===== src/rtl/md_pkg.sv =====
// Shared definitions for the multiply/divide issue stage: request codes,
// FSM states and the default datapath width.
package md_pkg;

    localparam int DATA_W = 32;

    typedef enum logic [2:0] {
        OP_NOP   = 3'b000,
        OP_MULT  = 3'b001,
        OP_MULTU = 3'b010,
        OP_DIV   = 3'b011,
        OP_DIVU  = 3'b100,
        OP_MTHI  = 3'b101,
        OP_MTLO  = 3'b110,
        OP_NOP7  = 3'b111
    } md_op_e;

    typedef enum logic [1:0] {
        IDLE  = 2'd0,
        BUSY  = 2'd1,
        DRAIN = 2'd2
    } md_state_e;

endpackage


===== src/rtl/hilo_unit.sv =====
// Multiply/divide issue stage with architectural HI/LO: launches one engine
// operation at a time, stalls execute until completion, then commits HI/LO.
module hilo_unit #(
    parameter int DATA_W = md_pkg::DATA_W
) (
    input  logic                  clk,
    input  logic                  reset,
    input  logic                  flush,
    input  logic                  op_valid,
    input  logic [2:0]            op,
    input  logic [DATA_W-1:0]     op_a,
    input  logic [DATA_W-1:0]     op_b,
    output logic                  stall,
    output logic                  md_start,
    output logic                  md_signed,
    output logic                  md_is_div,
    output logic [DATA_W-1:0]     md_op1,
    output logic [DATA_W-1:0]     md_op2,
    input  logic [2*DATA_W-1:0]   md_result,
    input  logic                  md_end,
    output logic [DATA_W-1:0]     hi,
    output logic [DATA_W-1:0]     lo
);
    import md_pkg::*;

    md_state_e state_q, state_d;

    logic              start_q, start_d;
    logic              signed_q, signed_d;
    logic              isDiv_q, isDiv_d;
    logic [DATA_W-1:0] op1_q, op1_d;
    logic [DATA_W-1:0] op2_q, op2_d;
    logic [DATA_W-1:0] hi_q, hi_d;
    logic [DATA_W-1:0] lo_q, lo_d;

    logic isMulDiv, isDivOp, isSignedOp, divByZero;
    logic accept, launch, commit, wrHi, wrLo;

    always_comb begin
        isMulDiv   = (op == OP_MULT) || (op == OP_MULTU) || (op == OP_DIV) || (op == OP_DIVU);
        isDivOp    = (op == OP_DIV) || (op == OP_DIVU);
        isSignedOp = (op == OP_MULT) || (op == OP_DIV);
        divByZero  = isDivOp && (op_b == '0);
    end

    always_ff @(posedge clk) begin
        if (reset) begin
            state_q <= IDLE;
        end else begin
            state_q <= state_d;
        end
    end

    // In BUSY a completion wins over a flush: either way the engine is done.
    always_comb begin
        state_d = state_q;
        case (state_q)
            IDLE:    if (launch) state_d = BUSY;
            BUSY:    if (md_end) state_d = IDLE;
                     else if (flush) state_d = DRAIN;
            DRAIN:   if (md_end) state_d = IDLE;
            default: state_d = IDLE;
        endcase
    end

    always_comb begin
        accept = 1'b0;
        launch = 1'b0;
        commit = 1'b0;
        wrHi   = 1'b0;
        wrLo   = 1'b0;
        stall  = 1'b0;
        case (state_q)
            IDLE: begin
                accept = op_valid && !flush;
                launch = accept && isMulDiv && !divByZero;
                wrHi   = accept && (op == OP_MTHI);
                wrLo   = accept && (op == OP_MTLO);
                stall  = launch;
            end
            BUSY: begin
                commit = md_end && !flush;
                stall  = 1'b1;
            end
            DRAIN: begin
                stall  = op_valid;
            end
            default: ;
        endcase
        if (reset) stall = 1'b0;
    end

    always_comb begin
        start_d  = launch;
        signed_d = signed_q;
        isDiv_d  = isDiv_q;
        op1_d    = op1_q;
        op2_d    = op2_q;
        hi_d     = hi_q;
        lo_d     = lo_q;
        if (launch) begin
            signed_d = isSignedOp;
            isDiv_d  = isDivOp;
            op1_d    = op_a;
            op2_d    = op_b;
        end
        if (commit) begin
            hi_d = md_result[2*DATA_W-1:DATA_W];
            lo_d = md_result[DATA_W-1:0];
        end
        if (wrHi) hi_d = op_a;
        if (wrLo) lo_d = op_a;
    end

    always_ff @(posedge clk) begin
        if (reset) begin
            start_q  <= 1'b0;
            signed_q <= 1'b0;
            isDiv_q  <= 1'b0;
            op1_q    <= '0;
            op2_q    <= '0;
            hi_q     <= '0;
            lo_q     <= '0;
        end else begin
            start_q  <= start_d;
            signed_q <= signed_d;
            isDiv_q  <= isDiv_d;
            op1_q    <= op1_d;
            op2_q    <= op2_d;
            hi_q     <= hi_d;
            lo_q     <= lo_d;
        end
    end

    assign md_start  = start_q;
    assign md_signed = signed_q;
    assign md_is_div = isDiv_q;
    assign md_op1    = op1_q;
    assign md_op2    = op2_q;
    assign hi        = hi_q;
    assign lo        = lo_q;

endmodule


===== config.mk =====
export PLATFORM = sky130hd
export DESIGN_NAME = hilo_unit
export DESIGN_NICKNAME = d
export VERILOG_FILES = /design/src/rtl/md_pkg.sv /design/src/rtl/hilo_unit.sv
export SDC_FILE = /design/constraint.sdc
export NUM_CORES = 1
export LEC_CHECK = 0
export CORE_ASPECT_RATIO = 1.25
export CORE_MARGIN = 2
export CORE_UTILIZATION = 46
export CTS_CLUSTER_DIAMETER = 30
export DETAILED_ROUTE_END_ITERATION = 10
export PLACE_DENSITY = 0.91
export RECOVER_POWER = 50
export SYNTH_ARGS = -nofsm -noshare
export SYNTH_HDL_FRONTEND = slang
export SYNTH_SLANG_ARGS = --single-unit

===== constraint.sdc =====
create_clock -name clk -period 3.4 [get_ports clk]
set_input_delay 0.68 -clock clk [delete_from_list [all_inputs] [get_ports clk]]
set_output_delay 0.68 -clock clk [all_outputs]
set_load 0.005 [all_outputs]

; ---- Word level (Yosys, flattened, before mapping)
; Index checks and enable logic that the tools add are counted.
[word_totals]
reg_bits = 133
in_bits = 136
out_inout_bits = 132
wordCells = 53
[op_classes]
n_eq_ne = 11
muxes = 15
n_reduce_logical = 19
[op_table]
columns = operator, n
row1 = 32-bit two-way mux, 4
row2 = 32-bit logical NOT, 1
row3 = "3-bit equality test, second input constant", 3
row4 = 2-bit two-way mux, 4
row5 = 1-bit logical AND, 7
row6 = "3-bit by 2-bit equality test with 1-bit output, second input constant", 2
row7 = 2-bit case mux with 3 select lines, 1
row8 = 1-bit logical OR, 5
row9 = 1-bit two-way mux, 5
row10 = "2-bit inequality test, second input constant", 2
row11 = 2-bit nonzero test, 2
row12 = "3-bit by 1-bit equality test with 1-bit output, second input constant", 1
row13 = "3-bit inequality test, second input constant", 1
row14 = 1-bit case mux with 3 select lines, 1
row15 = 3-bit AND reduction, 1
row16 = "2-bit by 1-bit equality test with 1-bit output, second input constant", 1
row17 = "2-bit equality test, second input constant", 1
row18 = 1-bit logical NOT, 2
row19 = 2-bit logical NOT, 1

; ---- Depth between registers and ports, before layout
[depth]
ltp_word = 9
depth_mapped = 8

; ---- Worst setup path before layout
; Ideal clock, no wire load.
[synth_path]
path_type = input to output
startpoint = in reset
endpoint = out stall
arrival_time_ps = 1757
slack_ps = 963
stages = 5
path_cell_list = clkbuf_1 clkbuf_1 clkbuf_1 clkbuf_1 a21oi_1
[synth_via]
elab_chain_cells = 1
[synth_lines]
columns = item, line_no
row1 = "start, declared", hilo_unit.sv:7  ; input logic reset,
row2 = 1-bit two-way mux, hilo_unit.sv:90  ; if (reset) stall = 1'b0;
row3 = "end, declared", hilo_unit.sv:13  ; output logic stall,
; No other way between the ends.

; ---- Final worst setup path
[layout_path]
startpoint = in op_b[26]
endpoint = out stall
[layout_via]
elab_chain_cells = 6
[layout_lines]
columns = item, line_no
row1 = "start, declared", hilo_unit.sv:12  ; input logic [DATA_W-1:0] op_b,
row2 = 32-bit logical NOT, hilo_unit.sv:43  ; divByZero = isDivOp && (op_b == '0);
row3 = 1-bit logical AND, hilo_unit.sv:43
row4 = 1-bit logical NOT, hilo_unit.sv:76  ; launch = accept && isMulDiv && !divByZero;
row5 = 1-bit logical AND, hilo_unit.sv:76
row6 = 1-bit case mux with 3 select lines, hilo_unit.sv:73  ; case (state_q)
row7 = 1-bit two-way mux, hilo_unit.sv:90
; No other way between the ends.

==> flow_summary.ini <==
[run_status]
outcome = finished with violations
violations = max-capacitance violations, max-slew violations

[synthesis]
yosysWarnings = 0
netlist_instances = 616
syn_area_per_cell_sq_um = 9.878
synth_top_family_by_area = multiplexers
synth_fa_ha_area_frac = 0
yosysUniqueCellTypes = 28
seq_area_frac_synth = 0.4376
synth_compound_area_frac = 0.08883
synth-seq-cells = 133
synth_area_sq_um = 6085
syn-num-nets = 752
synth_xor_area_frac = 0
muxShareOfSynthArea = 0.2122
yosys.area_share.simple = 0.2097

[sta]
finalSetupTns_ns = 0
max_slew.worst_pin.slew_ns = 2.143
drv_slew = 125
fin_crit_sh = 0.9013
fmax_ghz = 0.3263
setup_slack_ns = 0.3357
grt_setup_unrepaired = no
hold_viol = 0
finClkSkew_ns = 0.01005
slew_headroom = -0.4288
fin_crit_ns = 3.064
setup-violations-final = 0

[clock_tree]
cts_tree = yes
clk_latency_ns = 0.42
cts_root_buf = clkbuf_16
cts.sinks = 133
cts_buffers = 17
cts_max_path_buffers = 2
htreeDepth = 4
hold_buffers = 0
cts.clk_slew.worst_paths_ns = 0.06

[worst_setup_path]
ff2ff_setup_slack_ns = 0.96
r2r_start = state_q[1]$_SDFFE_PP0P_
regToRegEndpoint = hi[6]$_SDFFE_PP0P_
worstSetupPathType = in2out
crit_chain = clkdlybuf4s50_1 -> nor4_2 -> nand2_1 -> nor4_4 -> o21ai_2 -> nand4_1 -> a21oi_1 -> dlymetal6s2s_1
startpoint_type = input port
worstPathMaxFanout = 2
worstPathArrival_ns = 2.38
r2r_cells = 5
crit_buf_inv = 2
cpMaxStageDelayCell = clkdlybuf4s50_1
crit_required_ns = 2.72
slowest_delay_ns = 0.44
crit_family = simple AND/OR/NAND/NOR gates
crit_path_end_kind = output port

[global_route]
grt_pass1_vias = 5366
grt_max_degree = 125
grt.overflow.total = 0
grt_pass1_wl_mm = 27.54
grt_use_total = 0.2477
antenna_found_initial = 0

[power]
total_power_mw = 4.048
p_leak_nw = 3.627
power_density_nw_per_um2 = 432.4
vdd_ir_drop_max_mv = 0.2629

[finish]
antenna_cells = 0
post-route-util = 0.7172
area_delta_synth_final_pct = 53.88
nNetsFinal = 997
drive_gt1_frac = 0.05384

[placed_design]
portBuffers = 267
gp_congestion = 0.8156
dp_hpwl_mm = 11.87
post-place-ws_ns = 0.06722

[route]
drc = 0
dr.first_iter.drc_count = 184
avgRoutedWirePerCell_um = 16.85
routed_wl_mm = 17.59
routed_via_density = 5.155
first_pass_iters = 5
ant_nets = 0
vias = 5382

[min_path]
min_to = md_op2[8]$_SDFFE_PP0P_
hold_depth = 2
hold_path_class = reg2reg
hold_start = md_op2[8]$_SDFFE_PP0P_

[die]
die_area_sq_um = 14170
pin_count = 268
core_region_area_sq_um = 13060
initial_core_util = 0.4661
die_h_um = 132.6
rows = 47
dieWidth_um = 106.9

[run]
cap_violations = 1
==> per-stage QoR <==
step,std cells,instance area (sq um),hold WS [ns]
after CTS,1042,9341,0.4730
after floorplan,616,6085,0.4650
after global placement,1011,8728,0.4576
final,1044,9363,0.4663
after detailed placement,1011,8728,0.4608
after global routing,1044,9363,0.4784
==> sequential cells by signal, summed over array words and instances (netlist names) <==
signal,flops
hi,32
lo,32
md_is_div,1
md_op1,32
md_op2,32
md_signed,1
md_start,1
state_q,2
==> cell usage after synthesis <==
library cell	count	area share
buf_1	5	0.0031
or2b_1	2	0.0025
nor3_1	2	0.0016
or3_1	1	0.0010
nor2b_1	5	0.0051
nand2b_1	126	0.13
o21ai_0	3	0.0025
inv_1	1	0.00062
nand3b_1	4	0.0049
a22oi_1	1	0.0012
and4_4	1	0.0019
nor4_1	8	0.0082
o21ai_2	1	0.0014
a211oi_1	64	0.079
nand4_1	2	0.0021
nor3b_1	1	0.0012
and3_1	2	0.0021
buf_2	7	0.0058
mux2i_1	129	0.21
clkbuf_1	31	0.019
nand2_1	6	0.0037
dfxtp_1	133	0.44
a221oi_1	1	0.0014
nor4_4	1	0.0035
and2_1	1	0.0010
a21oi_1	4	0.0033
buf_12	7	0.023
nor2_1	67	0.041
==> logic make-up (layout without fill, tap and decap cells) <==
kind of cell    after synthesis  after routing
flops                       133            133
buf+inv                      51            308
simple gates                229            229
compound gates               74             74
mux                         129            129
==> worst min-delay path: stages, from the launching register on <==
cell and delay, ns:
dfxtp_1 0.31, nand2b_1 0.06, mux2i_1 0.05
==> layer usage <==
layer | share of wire | GRT usage | up-vias
li1 | - | - | 2637
met1 | 0.40 | 0.2846 | 2496
met5 | 0 | 0 | -
met2 | 0.50 | 0.4197 | 197
met3 | 0.058 | 0.06601 | 52
met4 | 0.039 | 0.1270 | 0
==> power breakdown <==
group	switching, mW	internal [mW]	total, mW
logic	0.188	0.301	0.490
clock network	0.696	1.22	1.92
registers	0.0271	1.61	1.64
==> worst max path at each step <==
stage | from | cells past startpoint | slack [ns] | to
final | op_b[26] | 8 | 0.34 | stall
after global placement | op_b[9] | 8 | 0.07 | stall
after floorplan | reset | 5 | 0.96 | stall
after CTS | op_b[0] | 8 | 0.003 | stall
after detailed placement | op_b[0] | 8 | 0.07 | stall
after global routing | op_b[26] | 8 | 0.20 | stall
==> cell usage in the layout (no fill, tap or decap), drive strengths merged, types with 2 or more instances in the layout <==
master and n:
dfxtp 133, nand4 2, mux2i 129, nand3b 4
clkdlybuf4s50 135, a21oi 4, o21ai 4, buf 8
nand2b 126, nor2 67, clkinv 6, nand2 6
bufinv 4, nor3 2, or2b 2, and3 2
nor2b 5, clkinvlp 3, clkbuf 20, dlygate4sd3 130
nor4 9, a211oi 64
==> layout make-up <==
cell class,count,area (sq um)
Inverter,1,3.754
Timing Repair Buffer,276,2738
Multi-Input combinational cell,432,3132
Sequential cell,133,2663
Fill cell,968,3692
Clock buffer,18,429.2
Clock inverter,13,183.9
Tap cell,171,214.0
==> timing repair <==
action | CTS | global route
endpoints found under the setup margin | 0 | 1
setup buffers | 0 | 2
gates resized for setup | 0 | 4
Power figures use the tool's default switching activity.
